[src/rtl/uart_frame_pkg.sv]
`default_nettype none
// ============================================================================
// Module   : uart_frame_pkg
// Brief    : Shared states, error codes and defaults for the UART frame decoder.
// Revision : 1.0 - initial release
// ============================================================================
package uart_frame_pkg;

   typedef enum logic [2:0] {
      HUNT    = 3'd0,
      LEN     = 3'd1,
      PAYLOAD = 3'd2,
      CSUM    = 3'd3,
      DRAIN   = 3'd4
   } state_t;

   localparam logic [1:0] ERR_BAD_LEN = 2'd1;
   localparam logic [1:0] ERR_BAD_SUM = 2'd2;
   localparam logic [1:0] ERR_TIMEOUT = 2'd3;

   localparam logic [7:0] SYNC_DEFAULT = 8'h55;

   function automatic logic [7:0] sum8(input logic [7:0] a, input logic [7:0] b);
      return a + b;
   endfunction

endpackage
`default_nettype wire

[src/rtl/uart_frame_buf.sv]
`default_nettype none
// ============================================================================
// Module   : uart_frame_buf
// Brief    : DEPTHx8 payload store, one synchronous write and one async read.
// Revision : 1.0 - initial release
// ============================================================================
module uart_frame_buf #(
   parameter int DEPTH = 16,
   parameter int AW    = 4
) (
   input  logic          clk,
   input  logic          wr_en,
   input  logic [AW-1:0] wr_addr,
   input  logic [7:0]    wr_data,
   input  logic [AW-1:0] rd_addr,
   output logic [7:0]    rd_data
);

   logic [7:0] mem_q [DEPTH];

   // Contents are deliberately unreset; only validated frames are ever read.
   always_ff @(posedge clk) begin
      if (wr_en) begin
         mem_q[wr_addr] <= wr_data;
      end
   end

   assign rd_data = mem_q[rd_addr];

endmodule
`default_nettype wire

[src/rtl/uart_frame_rx.sv]
`default_nettype none
// ============================================================================
// Module   : uart_frame_rx
// Brief    : Sync hunt, length-prefixed payload capture, checksum gate, replay.
// Revision : 1.0 - initial release
// ============================================================================
module uart_frame_rx
   import uart_frame_pkg::*;
#(
   parameter int         MAX_LEN = 16,
   parameter logic [7:0] SYNC    = SYNC_DEFAULT,
   parameter int         TIMEOUT = 1024
) (
   input  logic       clk_4x,
   input  logic       rst_n,
   input  logic [7:0] in_data,
   input  logic       in_valid,
   output logic [7:0] out_data,
   output logic       out_valid,
   output logic       out_last,
   input  logic       out_ready,
   output logic       frame_ok,
   output logic       frame_err,
   output logic [1:0] err_code,
   output logic       overrun
);

   localparam int              AW        = (MAX_LEN > 1) ? $clog2(MAX_LEN) : 1;
   localparam int              CW        = $clog2(TIMEOUT + 1);
   localparam logic [7:0]      MAX_LEN_B = 8'(MAX_LEN);
   localparam logic [CW-1:0]   TO_LAST   = CW'(TIMEOUT - 1);

   state_t        state_q, state_d;
   logic [AW-1:0] last_idx_q, last_idx_d;
   logic [AW-1:0] wr_ptr_q, wr_ptr_d;
   logic [AW-1:0] rd_ptr_q, rd_ptr_d;
   logic [7:0]    sum_q, sum_d;
   logic [CW-1:0] tmo_q, tmo_d;
   logic          frame_ok_q, frame_ok_d;
   logic          frame_err_q, frame_err_d;
   logic [1:0]    err_code_q, err_code_d;
   logic          overrun_q, overrun_d;

   logic          buf_we;
   logic [7:0]    rd_byte;
   logic          tmo_hit;
   logic          is_last;
   logic          handshake;

   uart_frame_buf #(
      .DEPTH (MAX_LEN),
      .AW    (AW)
   ) u_buf (
      .clk     (clk_4x),
      .wr_en   (buf_we),
      .wr_addr (wr_ptr_q),
      .wr_data (in_data),
      .rd_addr (rd_ptr_q),
      .rd_data (rd_byte)
   );

   // The counter holds 1 in the cycle after an accepted byte, so it reads
   // "cycles since the strobe" and expiry lands TIMEOUT cycles later.
   assign tmo_hit   = (tmo_q >= TO_LAST);
   assign out_valid = (state_q == DRAIN);
   assign is_last   = (rd_ptr_q == last_idx_q);
   assign out_last  = out_valid && is_last;
   assign out_data  = out_valid ? rd_byte : 8'h00;
   assign handshake = out_valid && out_ready;

   always_comb begin
      state_d     = state_q;
      last_idx_d  = last_idx_q;
      wr_ptr_d    = wr_ptr_q;
      rd_ptr_d    = rd_ptr_q;
      sum_d       = sum_q;
      tmo_d       = tmo_q;
      frame_ok_d  = 1'b0;
      frame_err_d = 1'b0;
      err_code_d  = 2'd0;
      overrun_d   = 1'b0;
      buf_we      = 1'b0;

      if ((state_q == LEN || state_q == PAYLOAD || state_q == CSUM) && !in_valid) begin
         if (tmo_hit) begin
            frame_err_d = 1'b1;
            err_code_d  = ERR_TIMEOUT;
            state_d     = HUNT;
            tmo_d       = '0;
         end else begin
            tmo_d = tmo_q + CW'(1);
         end
      end

      case (state_q)
         HUNT: begin
            tmo_d = '0;
            if (in_valid && in_data == SYNC) begin
               state_d = LEN;
               tmo_d   = CW'(1);
            end
         end
         LEN: begin
            if (in_valid) begin
               if (in_data == 8'h00 || in_data > MAX_LEN_B) begin
                  frame_err_d = 1'b1;
                  err_code_d  = ERR_BAD_LEN;
                  state_d     = HUNT;
                  tmo_d       = '0;
               end else begin
                  last_idx_d = AW'(in_data - 8'd1);
                  sum_d      = in_data;
                  wr_ptr_d   = '0;
                  state_d    = PAYLOAD;
                  tmo_d      = CW'(1);
               end
            end
         end
         PAYLOAD: begin
            if (in_valid) begin
               buf_we   = 1'b1;
               sum_d    = sum8(sum_q, in_data);
               wr_ptr_d = wr_ptr_q + AW'(1);
               tmo_d    = CW'(1);
               if (wr_ptr_q == last_idx_q) begin
                  state_d = CSUM;
               end
            end
         end
         CSUM: begin
            if (in_valid) begin
               tmo_d = '0;
               if (sum8(sum_q, in_data) == 8'h00) begin
                  frame_ok_d = 1'b1;
                  rd_ptr_d   = '0;
                  state_d    = DRAIN;
               end else begin
                  frame_err_d = 1'b1;
                  err_code_d  = ERR_BAD_SUM;
                  state_d     = HUNT;
               end
            end
         end
         DRAIN: begin
            // No backpressure upstream: anything arriving now is lost.
            if (in_valid) begin
               overrun_d = 1'b1;
            end
            if (handshake) begin
               rd_ptr_d = rd_ptr_q + AW'(1);
               if (is_last) begin
                  state_d = HUNT;
               end
            end
         end
         default: begin
            state_d = HUNT;
         end
      endcase
   end

   always_ff @(posedge clk_4x or negedge rst_n) begin
      if (!rst_n) begin
         state_q     <= HUNT;
         last_idx_q  <= '0;
         wr_ptr_q    <= '0;
         rd_ptr_q    <= '0;
         sum_q       <= 8'h00;
         tmo_q       <= '0;
         frame_ok_q  <= 1'b0;
         frame_err_q <= 1'b0;
         err_code_q  <= 2'd0;
         overrun_q   <= 1'b0;
      end else begin
         state_q     <= state_d;
         last_idx_q  <= last_idx_d;
         wr_ptr_q    <= wr_ptr_d;
         rd_ptr_q    <= rd_ptr_d;
         sum_q       <= sum_d;
         tmo_q       <= tmo_d;
         frame_ok_q  <= frame_ok_d;
         frame_err_q <= frame_err_d;
         err_code_q  <= err_code_d;
         overrun_q   <= overrun_d;
      end
   end

   assign frame_ok  = frame_ok_q;
   assign frame_err = frame_err_q;
   assign err_code  = err_code_q;
   assign overrun   = overrun_q;

endmodule
`default_nettype wire

[config.mk]
export PLATFORM = sky130hd
export DESIGN_NAME = uart_frame_rx
export DESIGN_NICKNAME = d
export VERILOG_FILES = /design/src/rtl/uart_frame_pkg.sv /design/src/rtl/uart_frame_buf.sv /design/src/rtl/uart_frame_rx.sv
export SDC_FILE = /design/constraint.sdc
export NUM_CORES = 1
export LEC_CHECK = 0
export ABC_AREA = 1
export BUFFER_PORTS_ARGS = -buffer_cell sky130_fd_sc_hd__buf_2
export CAP_MARGIN = 20
export CORE_MARGIN = 5
export CORE_UTILIZATION = 64
export CTS_BUF_LIST = sky130_fd_sc_hd__clkbuf_4
export DETAILED_ROUTE_END_ITERATION = 6
export PLACE_DENSITY = 0.82
export SYNTH_ARGS = -nofsm -noshare
export SYNTH_HDL_FRONTEND = slang
export SYNTH_SLANG_ARGS = --single-unit
[constraint.sdc]
create_clock -name clk_4x -period 2.7 [get_ports clk_4x]
set_input_delay 0.27 -clock clk_4x [delete_from_list [all_inputs] [get_ports clk_4x]]
set_output_delay 0.27 -clock clk_4x [all_outputs]
set_load 0.05 [all_outputs]
# [Word level (Yosys, flattened, before mapping)]
# Memories as Yosys holds them, arrays and structs flattened.
# Index checks and enable logic that the tools add are counted.
[word_totals] register_bits=39 ram_bits=128 input_bits=12 output_inout_bits=15 wordCells=103 mem_count=1
[op_classes] n_addsub=5 order_cmp=2 eq_ne=13 muxes=55 bitwise=1 reduce_logical=16
[mem_list] memory="u_buf.mem_q" words=16 word_bits=8 read_ports=1 rd_clocked_by_memory_dff=0 write_ports=1 line="uart_frame_buf.sv:19" text="logic [7:0] mem_q [DEPTH];"
[ops] cell="$mux W11" n=5
[ops] cell="$pmux W11 S4" n=1
[ops] cell="$mux W8" n=4
[ops] cell="$mux W3" n=10
[ops] cell="$mux W4" n=6
[ops] cell="$logic_not A8 Y1" n=2
[ops] cell="$mux W1" n=16
[ops] cell="$pmux W4 S2" n=2
[ops] cell="$pmux W8 S2" n=1
[ops] cell="$pmux W3 S5" n=1
[ops] cell="$mux W2" n=7
[ops] cell="$add A11 B1 Y11 const B" n=1
[ops] cell="$ge A11 B10 Y1 const B" n=1
[ops] cell="$add A4 B1 Y4 const B" n=2
[ops] cell="$add A8 B8 Y8" n=1
[ops] cell="$eq A4 B4 Y1" n=2
[ops] cell="$eq A8 B7 Y1 const B" n=1
[ops] cell="$gt A8 B5 Y1 const B" n=1
[ops] cell="$ne A2 B2 Y1 const B" n=4
[ops] cell="$reduce_and A4 Y1" n=2
[ops] cell="$eq A3 B2 Y1 const B" n=2
[ops] cell="$logic_and A1 B1 Y1" n=4
[ops] cell="$ne A2 B1 Y1 const B" n=2
[ops] cell="$pmux W2 S2" n=1
[ops] cell="10 further kinds" n=13

# [Depth between registers and ports, before layout]
# Gate-level depths: netlist (run 1).
[depth] word_depth=8 ltp_mapped=16 depth_no_buf=16

# [By module]
# From an unflattened synthesis (run 1), not the netlist that was laid out.
[hier_totals] hier_cells=890 area_unflattened_um2=8157.8
[modules_own_cells] module="uart_frame_buf" n_inst=1 cells_per_inst=543 area_per_inst_um2=5606.6 seq_area_each_um2=3843.7
[modules_own_cells] module="uart_frame_rx" n_inst=1 cells_per_inst=347 area_per_inst_um2=2551.2 seq_area_each_um2=975.9

# [Least setup slack after synthesis (run 1)]
# No wires, ideal clock.
[synth_timing] kind="register to output" startpoint="register rd_ptr_q[0]" endpoint="output out_data[6]" arrival_ns=2.009 t_required_ns=2.430 setup_slack_ns=0.421 path_stages_with_launch=8 n_path_buf=2 cell_sequence="dfrtp_1 buf_2 inv_2 clkbuf_1 o21ai_0 o221ai_1 nand3_1 a21oi_1"
[synth_via] elab_chain_cells=2
[synth_rtl] element="from (decl)" line="uart_frame_rx.sv:36" text="logic [AW-1:0] rd_ptr_q, rd_ptr_d;"
[synth_rtl] element="from (signal assigned)" line="uart_frame_rx.sv:178" text="rd_ptr_q <= rd_ptr_d;"
[synth_rtl] element="$mem_v2 Z16 W8"
[synth_rtl] element="$mux W8" line="uart_frame_rx.sv:68" text="assign out_data = out_valid ? rd_byte : 8'h00;"
[synth_rtl] element="to (decl)" line="uart_frame_rx.sv:18" text="output logic [7:0] out_data,"
# No other way between the ends.

# [Worst setup path after layout (run 1)]
[layout_timing] startpoint="register rd_ptr_q[0]" endpoint="output out_data[1]"
# The elaborated chain is that of the path after synthesis.

==> results of run 1 <==
[per-layer routing]
layer | GRT usage [%] | share of wire [%] | vias up | wire (µm)
met5 | 0 | 0 | - | 0
met4 | 12.60 | 4.5 | 0 | 829
met3 | 5.081 | 8.6 | 66 | 1580
met2 | 41.08 | 50 | 283 | 9091
met1 | 31.85 | 37 | 2646 | 6794
li1 | - | - | 2547 | -
[stage by stage]
step	power, µW	TNS [ps]	setup WS, ps	cell area (µm²)	instances
6_report	4832	0	94.70	8578	904
3_5_place_dp	3154	0	421.2	8073	864
3_3_place_gp	3144	0	509.1	8073	864
5_1_grt	5023	-51.80	-36.23	8578	904
2_1_floorplan	3050	0	420.8	7650	692
4_1_cts	4854	-56.56	-31.34	8443	897
[worst max-delay path: cells and delay by family (launching register included)]
| kind | cells | cell delay, ps |
|---|---|---|
| buf+inv | 3 | 640 |
| flops | 1 | 480 |
| compound gates | 4 | 670 |
[cell usage after synthesis (all sizes together)]
| master | count |
|---|---|
| a211oi | 2 |
| a21o | 1 |
| a21oi | 21 |
| and3 | 1 |
| buf | 10 |
| clkbuf | 19 |
| dfrtp | 39 |
| edfxtp | 128 |
| fa | 1 |
| ha | 15 |
| inv | 53 |
| nand2 | 85 |
| nand3 | 29 |
| nand4 | 8 |
| nor2 | 122 |
| nor3 | 4 |
| nor3b | 1 |
| o211ai | 11 |
| o21a | 1 |
| o21ai | 85 |
| o21bai | 1 |
| o221ai | 21 |
| o22ai | 12 |
| or2 | 3 |
| xnor2 | 10 |
| xor2 | 9 |
[where the power goes]
group	leakage, µW	switching [µW]	internal [µW]	total (µW)
clock network	0.000191	795	937	1730
registers	0.00167	16.7	2790	2800
logic	0.00154	194	102	296
[how the worst max path moves through the flow]
stage                start     endpoint  slack, ps
3_5_place_dp    in_data[0]  rd_ptr_q[0]        420
4_1_cts        rd_ptr_q[1]  out_data[6]        -30
2_1_floorplan  rd_ptr_q[0]  out_data[6]        420
6_report       rd_ptr_q[0]  out_data[1]         90
3_3_place_gp    in_data[0]  rd_ptr_q[3]        510
5_1_grt        rd_ptr_q[1]  out_data[0]        -40
[what timing repair did]
action                                  in CTS  in global routing
gates resized for setup                      2                 12
endpoints found under the setup margin       3                  8
endpoints found under the hold margin       39                  0
pin swaps                                    0                  3
cloned                                       0                  4
buffers inserted                             0                  3
hold buffers                                 1                  0
[area by class of cell]
type / instances / area (µm²) / area share [%]
clock buffers: 20 / 150.1 / 1.750
clock inverters: 12 / 205.2 / 2.392
inverters: 53 / 209.0 / 2.436
multi-input cells: 443 / 2496 / 29.10
flip-flops and latches: 167 / 4822 / 56.21
well taps: 147 / 183.9 / 2.144
repair buffers: 62 / 511.7 / 5.966
[cell families (layout without fill, tap and decap cells)]
logic type / Yosys count / after routing / synth area share, %
adders and majority gates: 16 / 16 / 2.715
and+or+nand+nor: 253 / 253 / 15.15
AOI/OAI and AO/OA: 155 / 155 / 12.43
xor gates and xnor gates: 19 / 19 / 2.175
buffers and inverters: 82 / 147 / 4.531
DFF: 167 / 167 / 63.00
[flip-flops by register name (all words and copies together) (netlist names), 2 cells and up]
name and count:
u_buf.mem_q 128, tmo_q 11, sum_q 8, last_idx_q 4, rd_ptr_q 4, wr_ptr_q 4, state_q 3, err_code 2
==> summary.txt, run 1 <==
Cells and area
  • Commonest cells after routing, fill and taps aside: edfxtp_1 (128), nor2_1 (113), nand2_1 (83), o21ai_0 (81), inv_1 (45)
  • Fillers: 792
  • Share of layout cells above drive strength 1: 17.31%
  • P&R area growth vs syn: 12.14%
  • N_diodes: 0
  • Fin util: 72.32%
  • Nets@finish: 772
  • Commonest non-fill, non-tap cell in the layout: edfxtp_1

Yosys
  • YS warnings: 0
  • Mapped Nets: 720
  • Share of the synthesized area in the top cell type: 50.25%
  • Post-synthesis sequential area ratio: 63.00%
  • Synth area leader: edfxtp_1
  • Syn avg cell area: 11.05 µm²
  • Distinct cells, synth: 43
  • Synthesized netlist cell count: 692
  • Post-Syn Area: 7650 µm²
  • Largest cells by area after synthesis: edfxtp_1 (50%), dfrtp_1 (13%), nor2_1 (5.5%), o21ai_0 (5.3%), nand2_1 (4.1%)
  • Synth Register Bits: 167

CTS
  • Clock Pin Slew Worst Setup and Hold Paths: 120 ps
  • CTS Sinks: 167
  • Clock root cell: clkbuf_4
  • CTS tree: built
  • H-tree depth: 4
  • CTS buffer count: 17
  • Worst skew pair latency: 550 ps
  • Max Root-Sink Buffers: 2

Critical path
  • Critical Path RT: 2430 ps
  • Slowest cell on crit path: dfrtp_2
  • Crit path cell chain: inv_4 > clkbuf_16 > o21ai_0 > o22ai_1 > o211ai_1 > a21oi_1 > buf_2
  • CP Launch Type: flop
  • Worst-path maximum fanout: 32
  • Critical Path Sink Type: output port
  • R2r startpoint: sum_q[0]
  • Crit path largest cell delay: 480 ps
  • R2R setup slack: 430 ps
  • Crit path kind: reg2out
  • Reg2Reg Depth: 15
  • Reg-to-Reg End: rd_ptr_q[1]
  • Critical Path AT: 2340 ps

Routing
  • Violation count after the first detailed-route iteration: 650
  • Post-route ant nets: 0
  • Routed len/inst: 20.24 µm
  • Final wirelength: 18300 µm
  • Post-route DRC: 0
  • Vias: 5542
  • Detailed-route vias per instance: 6.131
  • TritonRoute pass-1 iters: 5

Global route
  • Total GRT Usage: 25.06%
  • First-pass GRT wire length: 27210 µm
  • Grt total ovfl: 0
  • Largest net degree at the start of global routing: 66
  • Vias in the first global route: 5425
  • Initial antenna violation count: 0

STA
  • Max Slew Vio Count: 0
  • Final min period: 2605 ps
  • Final Hold Violating Endpoints: 0
  • Max-slew headroom: 41.12%
  • Peak Freq: 383.8 MHz
  • Final setup vio count: 0
  • Final Skew: 12.41 ps
  • Hold slack: 69.06 ps
  • Final period util: 96.49%
  • Slew @ Worst Pin: 883.2 ps

Floorplanning
  • Initial Util: 64.49%
  • Ports: 27
  • Chip height: 119.3 µm
  • Core Box Area: 11860 µm²
  • Die W: 119.3 µm
  • Die Area: 14240 µm²
  • Row count: 40

Worst hold path
  • Hold WC Path Type: in2reg
  • WHS Endpoint: wr_ptr_q[1]
  • Hold Crit Start: in_valid
  • Hold path depth: 3

Job
  • Max-cap violation count: 0

Status
  • Status: complete, no violations

Power
  • Leakage: 0.003402 µW
  • IR drop worst, VDD: 0.2794 mV
  • Power per cell area: 563.3 nW/µm²

Placed design
  • Post-detail-place hpwl: 11110 µm
  • Global placement routability congestion: 0.8795
  • IO Port Bufs: 26
No activity file was read; power rests on OpenSTA's default activity.
==> run 2: changes to the inputs <==
==> constraint.sdc (replaced) <==
create_clock -name clk_4x -period 2.8 [get_ports clk_4x]
set_input_delay 0.28 -clock clk_4x [delete_from_list [all_inputs] [get_ports clk_4x]]
set_output_delay 0.28 -clock clk_4x [all_outputs]
set_load 0.05 [all_outputs]
==> run 2 against run 1 <==
  * Sequential share of layout area is 1.7 points higher
  * Sequential power fell by 4%
  * Clock power down 29%
  * Hold slack improved by 31 ps
  * Combinational power about the same
  * Critical path depth unchanged
  * Via count down 1.9%
==> summary.txt, run 2 (synthesized netlist as in run 1, its figures left out) <==
Critical path
  • Reg2Reg Depth: 5 (-10)
  • Critical Path RT: 2520 ps (+90 ps)
  • Critical Path AT: 2350 ps (about the same)
  • Reg-to-Reg End: u_buf.mem_q[14][0]
  • R2R setup slack: 380 ps (-50 ps)
  • Worst-path maximum fanout: 46 (+44%)
  • R2r startpoint: state_q[2]
  • CP Launch Type: flop
  • Critical Path Sink Type: output port
  • Crit path kind: reg2out

Worst hold path
  • Hold WC Path Type: in2reg
  • Hold Crit Start: in_valid
  • WHS Endpoint: wr_ptr_q[1]
  • Hold path depth: 3 (unchanged)

Placed design
  • Global placement routability congestion: 0.9594 (+9.1%)
  • IO Port Bufs: 26 (unchanged)
  • Post-detail-place hpwl: 11630 µm (+4.7%)

STA
  • Peak Freq: 380.1 MHz
  • Final min period: 2631 ps
  • Max-slew headroom: 41.48% (+0.35 points)
  • Final Hold Violating Endpoints: 0 (unchanged)
  • Slew @ Worst Pin: 877.9 ps (-5.305 ps)
  • Max Slew Vio Count: 0 (unchanged)
  • Final period util: 93.96%
  • Final Skew: 15.78 ps (+3.364 ps)
  • Unrepaired setup endpoints after global routing: no
  • Final setup vio count: 0 (unchanged)

Cells and area
  • Fin util: 70.22% (-2.1 points)
  • Most flops, register: u_buf.mem_q
  • Fillers: 813 (+2.7%)
  • Nets@finish: 767 (-0.65%)
  • Register area: 4821 µm² (about the same)
  • Largest register FFs: 128 (unchanged)
  • N_diodes: 0 (unchanged)
  • Commonest non-fill, non-tap cell in the layout: edfxtp_1
  • P&R area growth vs syn: 8.881%
  • Share of layout cells above drive strength 1: 16.89% (-0.42 points)
  • Largest regs: u_buf.mem_q (128), tmo_q (11), sum_q (8)
  • Commonest cells after routing, fill and taps aside: edfxtp_1 (128), nor2_1 (113), nand2_1 (83), o21ai_0 (81), inv_1 (45)
  • Multi-input gate area: 2490 µm² (-0.25%)

Routing
  • Post-route DRC: 0 (unchanged)
  • Detailed-route vias per instance: 6.044 (-1.4%)
  • Vias: 5434 (-1.9%)
  • Routed len/inst: 19.39 µm (-4.2%)
  • Post-route ant nets: 0 (unchanged)
  • Final wirelength: 17430 µm (-4.7%)
  • Violation count after the first detailed-route iteration: 682 (+4.9%)
  • TritonRoute pass-1 iters: 5 (unchanged)

Floorplanning
  • Row count: 40 (unchanged)
  • Chip height: 119.3 µm (unchanged)
  • Core Box Area: 11860 µm² (unchanged)
  • Die W: 119.3 µm (unchanged)
  • Ports: 27 (unchanged)
  • Die Area: 14240 µm² (unchanged)
  • Initial Util: 64.49% (unchanged)

CTS
  • H-tree depth: 4 (unchanged)
  • CTS tree: built
  • Worst skew pair latency: 550 ps (about the same)
  • CTS Sinks: 167 (unchanged)
  • Clock Pin Slew Worst Setup and Hold Paths: 130 ps (about the same)
  • Clock root cell: clkbuf_4
  • CTS buffer count: 17 (unchanged)
  • Max Root-Sink Buffers: 2 (unchanged)

Global route
  • Grt total ovfl: 0 (unchanged)
  • Grt met1 use: 33.82% (+2.0 points)
  • Largest net degree at the start of global routing: 47 (-29%)
  • First-pass GRT wire length: 28090 µm (+3.2%)
  • Total GRT Usage: 25.80% (+0.74 points)
  • Met3 Usage GRT: 5.461% (+0.38 points)
  • Met2 usage in global routing: 41.89% (+0.81 points)
  • Busiest grt layer: met2
  • Initial antenna violation count: 0 (unchanged)
  • Vias in the first global route: 5424 (-0.018%)

Power
  • Power per cell area: 508.6 nW/µm² (-9.7%)
  • Pwr Total: 4236 µW (-12%)
  • Leakage: 0.003295 µW (-3.2%)
  • IR drop worst, VDD: 0.2467 mV (-12%)

Status
  • Status: complete, no violations

Job
  • Max-cap violation count: 0 (unchanged)
## run 2: changes by cell type in the layout (fill, tap and decap cells not counted), sizes merged
| cell | before | now |
|---|---|---|
| buf | 56 | 55 |
| clkinv | 6 | 4 |
| clkbuf | 25 | 21 |
| clkinvlp | 0 | 3 |
| inv | 53 | 57 |
| bufinv | 6 | 1 |
## run 2: where the power goes
group,switching [µW],total [µW],leakage [µW],internal [µW]
logic,197,298,0.00148,101
registers,16.6,2700,0.00167,2690
clock network,780,1230,0.000144,454
total,993,4240,0.00329,3240
## run 2: layout make-up
cell class / count / share of cell area (%)
clock buffer: 20 / 1.803
inverter: 53 / 2.524
sequential: 167 / 57.88
multi-input combinational: 443 / 29.89
tap: 147 / 2.208
timing repair buffer: 57 / 4.657
clock inverter: 12 / 1.037
## run 2: worst max path at each step
stage                                    end  slack (ps)   startpoint  cells after the start
after floorplan                  out_data[6]         510  rd_ptr_q[0]                      7
after global routing             out_data[7]          10  rd_ptr_q[0]                      7
after CTS                        out_data[6]          -7  rd_ptr_q[0]                      6
after global placement    u_buf.mem_q[12][2]         570   state_q[2]                      5
final                            out_data[7]         170  rd_ptr_q[0]                      7
after detailed placement  u_buf.mem_q[14][5]         450   state_q[2]                      5
## run 2: per-stage QoR
step	cells	worst slack [ps]	cell area (µm²)	setup TNS (ps)	hold WS [ps]
floorplan	692	510.8	7650	0	-15.59
global placement	863	569.9	8040	0	435.9
detailed placement	863	450.7	8040	0	442.7
CTS	896	-6.962	8300	-6.962	37.46
global route	899	13.61	8329	0	66.45
finish	899	169.2	8329	0	99.81
## run 2: repair_timing
item / 4_1_cts / 5_1_grt
resized for setup: 3 / 2
hold buffers: 1 / 0
endpoints found under the hold margin: 39 / 0
setup buffers: 0 / 3
setup endpoints to repair: 4 / 8
## run 2: critical path: stages, from the launching register on
cell and delay (ps):
dfrtp_2 480, inv_2 100, buf_12 200, o21ai_0 110, o221ai_1 250, nand3_1 180, a21oi_1 180, buf_2 290
## run 2: routing by layer
metal	part of all wire, %	wire, µm
met4	3.3	570
met5	0	0
met2	49	8597
met3	8.6	1503
met1	39	6763
